===== src/rtl/obi_sbr_mem_if.sv =====
// ============================================================================
//  Module      : obi_sbr_mem_if
//  Description : OBI request/response bundle between a manager and the
//                obi_sbr_mem subordinate. The master modport is the manager
//                side, the slave modport is the subordinate side.
//  Revision    : 1.0 - initial release
// ============================================================================
`default_nettype none

interface obi_sbr_mem_if #(
    parameter int ADDR_WIDTH = 32,
    parameter int DATA_WIDTH = 32
);
    // Request channel
    logic                      req_i;
    logic                      gnt_o;
    logic [ADDR_WIDTH-1:0]     addr_i;
    logic                      we_i;
    logic [DATA_WIDTH/8-1:0]   be_i;
    logic [DATA_WIDTH-1:0]     wdata_i;

    // Response channel
    logic                      rvalid_o;
    logic                      rready_i;
    logic [DATA_WIDTH-1:0]     rdata_o;
    logic                      err_o;

    // Sideband status
    logic [7:0]                err_cnt_o;

    modport master (
        output req_i, addr_i, we_i, be_i, wdata_i, rready_i,
        input  gnt_o, rvalid_o, rdata_o, err_o, err_cnt_o
    );

    modport slave (
        input  req_i, addr_i, we_i, be_i, wdata_i, rready_i,
        output gnt_o, rvalid_o, rdata_o, err_o, err_cnt_o
    );
endinterface

`default_nettype wire


===== src/rtl/obi_sbr_mem.sv =====
// ============================================================================
//  Module      : obi_sbr_mem
//  Description : OBI subordinate backed by a word-addressed memory. Grants
//                after a programmable stall, returns one response per grant
//                through a single-entry response register, flags
//                out-of-range accesses and keeps a saturating error count.
//  Revision    : 1.0 - initial release
// ============================================================================
`default_nettype none

module obi_sbr_mem #(
    parameter int                    ADDR_WIDTH  = 32,
    parameter int                    DATA_WIDTH  = 32,
    parameter int                    DEPTH       = 16,
    parameter logic [ADDR_WIDTH-1:0] BASE_ADDR   = '0,
    parameter int                    WAIT_CYCLES = 0
) (
    input  logic          clk_i,
    input  logic          rst_i,
    obi_sbr_mem_if.slave  bus
);

    localparam int IDX_W  = (DEPTH > 1) ? $clog2(DEPTH) : 1;
    localparam int NBYTES = DATA_WIDTH / 8;

    typedef enum logic [1:0] {
        ST_IDLE  = 2'd0,
        ST_STALL = 2'd1,
        ST_GRANT = 2'd2
    } state_t;

    state_t                  state;
    logic [3:0]              cnt;
    logic [DATA_WIDTH-1:0]   mem [DEPTH];

    logic [ADDR_WIDTH-1:0]   idx;
    logic [IDX_W-1:0]        mem_idx;
    logic                    in_range;
    logic                    slot_free;
    logic                    gnt;
    logic                    hs;

    logic                    rvalid;
    logic [DATA_WIDTH-1:0]   rdata;
    logic                    err;
    logic [7:0]              err_cnt;

    // Address decode relative to this subordinate's window
    assign idx       = bus.addr_i - BASE_ADDR;
    assign mem_idx   = idx[IDX_W-1:0];
    assign in_range  = (bus.addr_i >= BASE_ADDR) && (idx < ADDR_WIDTH'(DEPTH));

    // The response register holds one entry; it frees up in the same cycle
    // the manager consumes the pending response.
    assign slot_free = !rvalid || bus.rready_i;
    assign hs        = bus.req_i && gnt;

    // Grant decode: same-cycle grant when no stall is configured, otherwise
    // only from GRANT; never while the response register is occupied.
    always_comb begin
        gnt = 1'b0;
        if (!rst_i) begin
            case (state)
                ST_IDLE:  gnt = (WAIT_CYCLES == 0) && bus.req_i && slot_free;
                ST_GRANT: gnt = bus.req_i && slot_free;
                default:  gnt = 1'b0;
            endcase
        end
    end

    // Stall sequencer: the request cycle counts as the first stall cycle, so
    // GRANT is entered on the edge where the counter would reach zero and
    // gnt first rises WAIT_CYCLES cycles after req.
    always_ff @(posedge clk_i) begin
        if (rst_i) begin
            state <= ST_IDLE;
            cnt   <= '0;
        end else begin
            case (state)
                ST_IDLE: begin
                    if (bus.req_i && (WAIT_CYCLES != 0)) begin
                        if (WAIT_CYCLES == 1) begin
                            state <= ST_GRANT;
                        end else begin
                            state <= ST_STALL;
                            cnt   <= 4'(WAIT_CYCLES - 1);
                        end
                    end
                end
                ST_STALL: begin
                    if (!bus.req_i) begin
                        state <= ST_IDLE;
                    end else begin
                        cnt <= cnt - 4'd1;
                        if (cnt <= 4'd1) begin
                            state <= ST_GRANT;
                        end
                    end
                end
                ST_GRANT: begin
                    if (hs) begin
                        state <= (WAIT_CYCLES == 0) ? ST_GRANT : ST_IDLE;
                    end else if (!bus.req_i) begin
                        state <= ST_IDLE;
                    end
                end
                default: state <= ST_IDLE;
            endcase
        end
    end

    // Byte-lane write into the array on an in-range write handshake
    always_ff @(posedge clk_i) begin
        if (hs && bus.we_i && in_range) begin
            for (int k = 0; k < NBYTES; k++) begin
                if (bus.be_i[k]) begin
                    mem[mem_idx][k*8 +: 8] <= bus.wdata_i[k*8 +: 8];
                end
            end
        end
    end

    // Response register: loaded on every handshake, held until consumed,
    // and replaced without a bubble when consume and handshake coincide.
    always_ff @(posedge clk_i) begin
        if (rst_i) begin
            rvalid  <= 1'b0;
            rdata   <= '0;
            err     <= 1'b0;
            err_cnt <= '0;
        end else if (hs) begin
            rvalid <= 1'b1;
            if (in_range) begin
                rdata <= bus.we_i ? '0 : mem[mem_idx];
                err   <= 1'b0;
            end else begin
                rdata <= '0;
                err   <= 1'b1;
                if (err_cnt != 8'hFF) begin
                    err_cnt <= err_cnt + 8'd1;
                end
            end
        end else if (rvalid && bus.rready_i) begin
            rvalid <= 1'b0;
        end
    end

    assign bus.gnt_o     = gnt;
    assign bus.rvalid_o  = rvalid;
    assign bus.rdata_o   = rdata;
    assign bus.err_o     = err;
    assign bus.err_cnt_o = err_cnt;

endmodule

`default_nettype wire

===== src/flat_wrapper.sv =====
// flat-port wrapper written by rule: the top's interface ports become plain ports
module obi_sbr_mem_flat 
#(
    parameter int                    ADDR_WIDTH  = 32,
    parameter int                    DATA_WIDTH  = 32,
    parameter int                    DEPTH       = 16,
    parameter logic [ADDR_WIDTH-1:0] BASE_ADDR   = '0,
    parameter int                    WAIT_CYCLES = 0
)
  (clk_i, rst_i, bus_req_i, bus_addr_i, bus_we_i, bus_be_i, bus_wdata_i, bus_rready_i, bus_gnt_o, bus_rvalid_o, bus_rdata_o, bus_err_o, bus_err_cnt_o);
  obi_sbr_mem_if #(.ADDR_WIDTH(ADDR_WIDTH), .DATA_WIDTH(DATA_WIDTH)) bus_i ();
  input  logic clk_i;
  input  logic rst_i;
  input wire logic [$bits(bus_i.req_i)-1:0] bus_req_i;
  input wire logic [$bits(bus_i.addr_i)-1:0] bus_addr_i;
  input wire logic [$bits(bus_i.we_i)-1:0] bus_we_i;
  input wire logic [$bits(bus_i.be_i)-1:0] bus_be_i;
  input wire logic [$bits(bus_i.wdata_i)-1:0] bus_wdata_i;
  input wire logic [$bits(bus_i.rready_i)-1:0] bus_rready_i;
  output wire logic [$bits(bus_i.gnt_o)-1:0] bus_gnt_o;
  output wire logic [$bits(bus_i.rvalid_o)-1:0] bus_rvalid_o;
  output wire logic [$bits(bus_i.rdata_o)-1:0] bus_rdata_o;
  output wire logic [$bits(bus_i.err_o)-1:0] bus_err_o;
  output wire logic [$bits(bus_i.err_cnt_o)-1:0] bus_err_cnt_o;
  assign bus_i.req_i = bus_req_i;
  assign bus_i.addr_i = bus_addr_i;
  assign bus_i.we_i = bus_we_i;
  assign bus_i.be_i = bus_be_i;
  assign bus_i.wdata_i = bus_wdata_i;
  assign bus_i.rready_i = bus_rready_i;
  assign bus_gnt_o = bus_i.gnt_o;
  assign bus_rvalid_o = bus_i.rvalid_o;
  assign bus_rdata_o = bus_i.rdata_o;
  assign bus_err_o = bus_i.err_o;
  assign bus_err_cnt_o = bus_i.err_cnt_o;
  obi_sbr_mem #(.ADDR_WIDTH(ADDR_WIDTH), .DATA_WIDTH(DATA_WIDTH), .DEPTH(DEPTH), .BASE_ADDR(BASE_ADDR), .WAIT_CYCLES(WAIT_CYCLES)) u_core (.clk_i(clk_i), .rst_i(rst_i), .bus(bus_i));
endmodule

===== config.mk =====
export PLATFORM = sky130hd
export DESIGN_NAME = obi_sbr_mem_flat
export DESIGN_NICKNAME = d
export VERILOG_FILES = /design/src/rtl/obi_sbr_mem_if.sv /design/src/rtl/obi_sbr_mem.sv /design/src/flat_wrapper.sv
export SDC_FILE = /design/constraint.sdc
export NUM_CORES = 1
export LEC_CHECK = 0
export CAP_MARGIN = 25
export CORE_ASPECT_RATIO = 1.75
export CORE_MARGIN = 5
export CORE_UTILIZATION = 54
export CTS_CLUSTER_SIZE = 25
export DETAILED_ROUTE_END_ITERATION = 6
export GPL_TIMING_DRIVEN = 0
export PLACE_DENSITY = 0.73
export SYNTH_ARGS = -nofsm -noshare
export SYNTH_HDL_FRONTEND = slang
export SYNTH_SLANG_ARGS = --single-unit
export TNS_END_PERCENT = 30

===== constraint.sdc =====
create_clock -name clk_i -period 2.4 [get_ports clk_i]
set_input_delay 0.6 -clock clk_i [delete_from_list [all_inputs] [get_ports clk_i]]
set_output_delay 0.6 -clock clk_i [all_outputs]
set_load 0.005 [all_outputs]

# --- Yosys cells after proc, flatten, opt, wreduce, memory -nomap -nowiden ---
# Memory sizes are Yosys's and may differ from the RTL's.
# Cells that the tools add are included.
classes:
  n_addsub: 2
  order_cmp: 3
  bitwise: 2
  mux: 24
  n_eq_ne: 5
  reduce_logical: 14
ops:
  columns: ["cell", "n"]
  rows:
  - ["two-way mux 32 bit", 2]
  - [">= comparator 32 x 1 -> 1 bit (second input constant)", 1]
  - ["less-than comparator 32 x 5 -> 1 bit (second input constant)", 1]
  - ["two-way mux 1 bit", 17]
  - ["adder 8 x 1 -> 8 bit (second input constant)", 1]
  - ["two-way mux 2 bit", 4]
  - ["inequality test 8 bit (second input constant)", 1]
  - ["logical AND 1 bit", 6]
  - ["inequality test 3 x 2 -> 1 bit (second input constant)", 2]
  - ["one-hot mux 2 bit (3 select lines)", 1]
  - ["AND reduction 3 bit", 2]
  - ["less-or-equal comparator 4 x 1 -> 1 bit (second input constant)", 1]
  - ["subtractor 4 x 1 -> 4 bit (second input constant)", 1]
  - ["== test 2 x 1 -> 1 bit (second input constant)", 1]
  - ["== test 2 bit (second input constant)", 1]
  - ["zero test 2 bit", 1]
  - ["inverter 1 bit", 2]
  - ["AND reduction 2 bit", 1]
  - ["nonzero test 2 bit", 1]
  - ["OR reduction 2 bit", 1]
  - ["zero test 1 bit", 1]
  - ["logical OR 1 bit", 1]
word_totals:
  inputBits: 73
  reg_bits: 48
  output_inout_bits: 43
  elab_cells: 57
  memories: 1
  mem_bits_rw: 512
mem_list:
  columns: ["memory", "depth", "word_bits", "read_ports", "rd_ports_with_merged_regs", "wr", "line", "source"]
  rows:
  - ["u_core.mem", 16, 32, 1, 0, 1, "obi_sbr_mem.sv:34", "logic [DATA_WIDTH-1:0] mem [DEPTH];"]

# --- Depth between registers and ports, before layout ---
logic_depth:
  word_depth: 10
  ltp_mapped: 8
  depth_no_buf: 6

# --- Worst setup path before layout ---
# Ideal clock, no wire load.
synth_timing:
  path_type: "input port to flip-flop"
  from: "input bus_addr_i[23]"
  to: "memory u_core.mem[10][0], enable pin"
  setup_ns: 0.370
  cell_stages: 6
  setup_slack_ns: -0.049
  t_arrival_ns: 2.078
  cell_sequence: "nor4_2 > nand4_2 > nor2_8 > nand4_4 > buf_2 > nor2_1"
synth_via:
  elab_chain_cells: 5
  elab_cells_between_ends: 6
  cone_classes: "order compare (2); mux (2); reduce/logical (2)"
synth_lines:
  columns: ["item", "line", "source"]
  rows:
  - ["from (decl)", "flat_wrapper.sv:15", "input wire logic [$bits(bus_i.addr_i)-1:0] bus_addr_i;"]
  - [">= comparator 32 x 1 -> 1 bit / less-than comparator 32 x 5 -> 1 bit (equally long branches)", "obi_sbr_mem.sv:51", "assign in_range = (bus.addr_i >= BASE_ADDR) && (idx < ADDR_WIDTH'(DEPTH));"]
  - ["logical AND 1 bit (*)", "obi_sbr_mem.sv:51", null]
  - ["logical AND 1 bit (*)", "obi_sbr_mem.sv:114", "if (hs && bus.we_i && in_range) begin"]
  - ["two-way mux 1 bit (*)", "obi_sbr_mem.sv:114", null]
  - ["two-way mux 1 bit (implied by the code) (*)", "obi_sbr_mem.sv:117", "mem[mem_idx][k*8 +: 8] <= bus.wdata_i[k*8 +: 8];"]
  - ["to (decl)", "obi_sbr_mem.sv:34", null]
# Mark *: on every way between the ends. The rest lies on a longest branch, timed or not.

# --- Worst setup path after layout ---
layout_timing:
  from: "input bus_addr_i[23]"
  to: "memory u_core.mem[2][4], enable pin"
# The elaborated chain is that of the path after synthesis.

==> reports/metrics.csv <==
metric;value;unit
number of different library cells in the post-synthesis netlist;43;
Synth warnings;0;
PnR worst setup slack;-0.0974;ns
critical path required time;2.60;ns
fraction of layout cells with a size suffix above 1;18.2;%
sequential cell area fraction in the yosys report;74.6;%
number of enable-type register cells in the synthesized netlist;512;
min Tclk post-route;2.50;ns
effective utilization at floorplan;54.4;%
number of buffers created by CTS;46;
Final #Nets;1528;
startpoint kind of the worst setup timing path;input port;
leakage;8.66;nW
area of the die;0.0445;mm2
maximum clock skew at final layout;0.0185;ns
vias in the first global route;12665;
class of the most critical setup path;input port to flip-flop;
run status;finished with violations;
Max Buffers Root-to-Sink;3;
core area;0.0399;mm2
fraction of registers with async set/reset;0;%
Max-slew headroom;44.5;%
initial antenna violation count;0;
source-to-sink clock delay at the later pin of the worst-skew pair;0.57;ns
CP Data Arrival Time;2.70;ns
number of synthesized register bits;554;
clock root cell;clkbuf_16;
wire length per cell after detailed routing;26.3;um
post-route antenna net violation count;0;
Final Hold Fails;0;
Primary FF master, synth;edfxtp_1;
number of buffers added on ports;111;
placement row count;97;
Mapped Nets;1333;
routed vias;12182;
max-cap check violation count;0;
violated checks;negative setup slack;
final cell count without fillers;1987;
total design power;19.1;mW
total clock sinks;554;
number of placed instances with taps included;1865;
die span in x;162;um
Detailed Routing Iterations Pass 1;6;
Slew Limit Fails;0;
maximum clock frequency;400;MHz
CP Max Fanout;8;
dpl hpwl;34.6;mm
Avg Synthesized Cell Area;17.3;um2
final setup violating endpoints;114;
actual slew at the worst max-slew pin;0.833;ns
fill cell instance count of the final layout;2608;
clock tree from TritonCTS;built;
Post-CTS Hold Fix Bufs;0;
number of H-tree branching levels;2;
drt total wl;52.3;mm
category of the worst setup path capture point;flip-flop;
cell area after technology mapping;0.0217;mm2
final RePlAce weighted congestion;0.853;
power density cells;733;mW/mm2
Initial DRC Count;1072;
wire length of the first global-routing pass;75.2;mm
Chip Height;275;um
overflow left after global routing;0;
worst supply voltage drop on vdd;477;uV
unrepaired setup endpoints after global routing;yes;
post-detailed-route via-to-cell ratio;6.13;
final critical-path share of the clock period;104;%
largest net degree at the start of global routing;20;
count of mapped cells out of synthesis;1259;
most common library cell in the layout ignoring fill and taps;edfxtp_1;
final routed DRC violation total;0;
commonest cells after routing, fill and taps aside;edfxtp_1, mux2i_1, clkdlybuf4s50_1, o22ai_1, clkbuf_16;
Layout Area Growth over Synthesis;19.9;%
overall global routing resource usage;22.8;%
path class of the lowest-slack min-delay path;input port to flip-flop;
ports placed on the boundary;116;
antenna fix cells;0;
clock transition at the registers of the reported paths;0.06;ns
-- registers in the layout, summed over array words and instances, names as in the netlist --
| signal | cells |
|---|---|
| u_core.bus.err_cnt_o | 8 |
| u_core.bus.err_o | 1 |
| u_core.bus.rdata_o | 32 |
| u_core.bus.rvalid_o | 1 |
| u_core.mem | 512 |
-- final timing paths --
check                             start                      end  slack, ns  cells past startpoint
setup reg to reg    u_core.bus.rvalid_o         u_core.mem[2][4]       0.33                      6
hold / removal                    rst_i  u_core.bus.err_cnt_o[3]       0.36                      2
hold reg to reg   u_core.bus.rdata_o[6]    u_core.bus.rdata_o[6]       0.45                      2
setup / recovery         bus_addr_i[23]         u_core.mem[2][4]       -0.1                      6
-- final cells by class --
class | instances | area (um2) | area share (%)
buffer | 75 | 455 | 1.75
sequential | 554 | 16200 | 62.3
clock buffer | 58 | 1270 | 4.88
clock inverter | 28 | 256 | 0.985
multi-input combinational | 625 | 5510 | 21.1
timing repair buffer | 148 | 1700 | 6.51
inverter | 4 | 20.0 | 0.0769
tap | 495 | 619 | 2.38
-- cell usage after synthesis (31+ instances only) --
library cell | number | area share, %
a22oi_1 | 32 | 1.1
nand2b_1 | 35 | 1.0
o31ai_1 | 35 | 1.2
dfxtp_1 | 42 | 3.9
o22ai_1 | 63 | 1.8
nor3_1 | 32 | 0.74
nor2_1 | 70 | 1.2
mux2i_1 | 192 | 8.8
edfxtp_1 | 512 | 71
mux4_2 | 32 | 3.3
nand2_1 | 46 | 0.79
a21boi_0 | 32 | 1.1
clkbuf_1 | 31 | 0.54
-- repair_timing --
item	in CTS	in global routing
pin swaps	31	26
buffers inserted	21	15
endpoints found under the setup margin	539	504
gates cloned	0	1
resized for setup	127	14
-- cells by family (layout without fill, tap and decap cells) --
| kind of cell | after synthesis | in the layout | synth area share, % |
|---|---|---|---|
| adder cells (fa/ha/maj) | 1 | 1 | 0.0576 |
| XOR/XNOR | 1 | 1 | 0.0403 |
| AO/OA/AOI/OAI | 176 | 176 | 5.65 |
| multiplexers | 225 | 225 | 12.2 |
| buffers and inverters | 80 | 313 | 1.99 |
| flip-flops | 554 | 554 | 74.6 |
| AND/OR/NAND/NOR | 222 | 222 | 5.41 |
-- through the flow --
step | area [um2] | hold slack [ns] | util (%) | worst slack, ns | TNS (ns)
CTS | 25700 | 0.338 | 64.4 | -0.0805 | -4.15
finish | 26000 | 0.364 | 65.2 | -0.0974 | -4.85
global placement | 23500 | 0.446 | 58.7 | -1.35 | -551.89
detailed placement | 23500 | 0.444 | 58.7 | -1.38 | -556.62
global route | 26000 | 0.379 | 65.2 | -0.167 | -24.24
floorplan | 21700 | 0.449 | - | -0.0486 | -14.94
-- power by group --
part	leakage [nW]	switching [mW]	internal, mW	total [mW]
logic	2.97	0.613	0.379	0.993
registers	4.94	0.00473	10.5	10.5
clock network	0.744	3.36	4.21	7.57
total	8.66	3.97	15.1	19.1
-- critical path, stage by stage --
cell	delay, ns
clkdlybuf4s50_1	0.42
nor4_2	0.29
nand4_2	0.25
nor2_8	0.24
nand4_4	0.29
nor2_2	0.60
-- routing by layer --
layer | track usage [%] | share of wire [%] | up-vias | wire (um)
met4 | 9.22 | 4.1 | 0 | 2140
met5 | 0 | 0 | - | 0
met3 | 3.63 | 5.8 | 134 | 3050
met1 | 24.5 | 34 | 6170 | 17800
met2 | 44.2 | 56 | 522 | 29400
li1 | - | - | 5356 | -
Power figures use the tool's default switching activity.
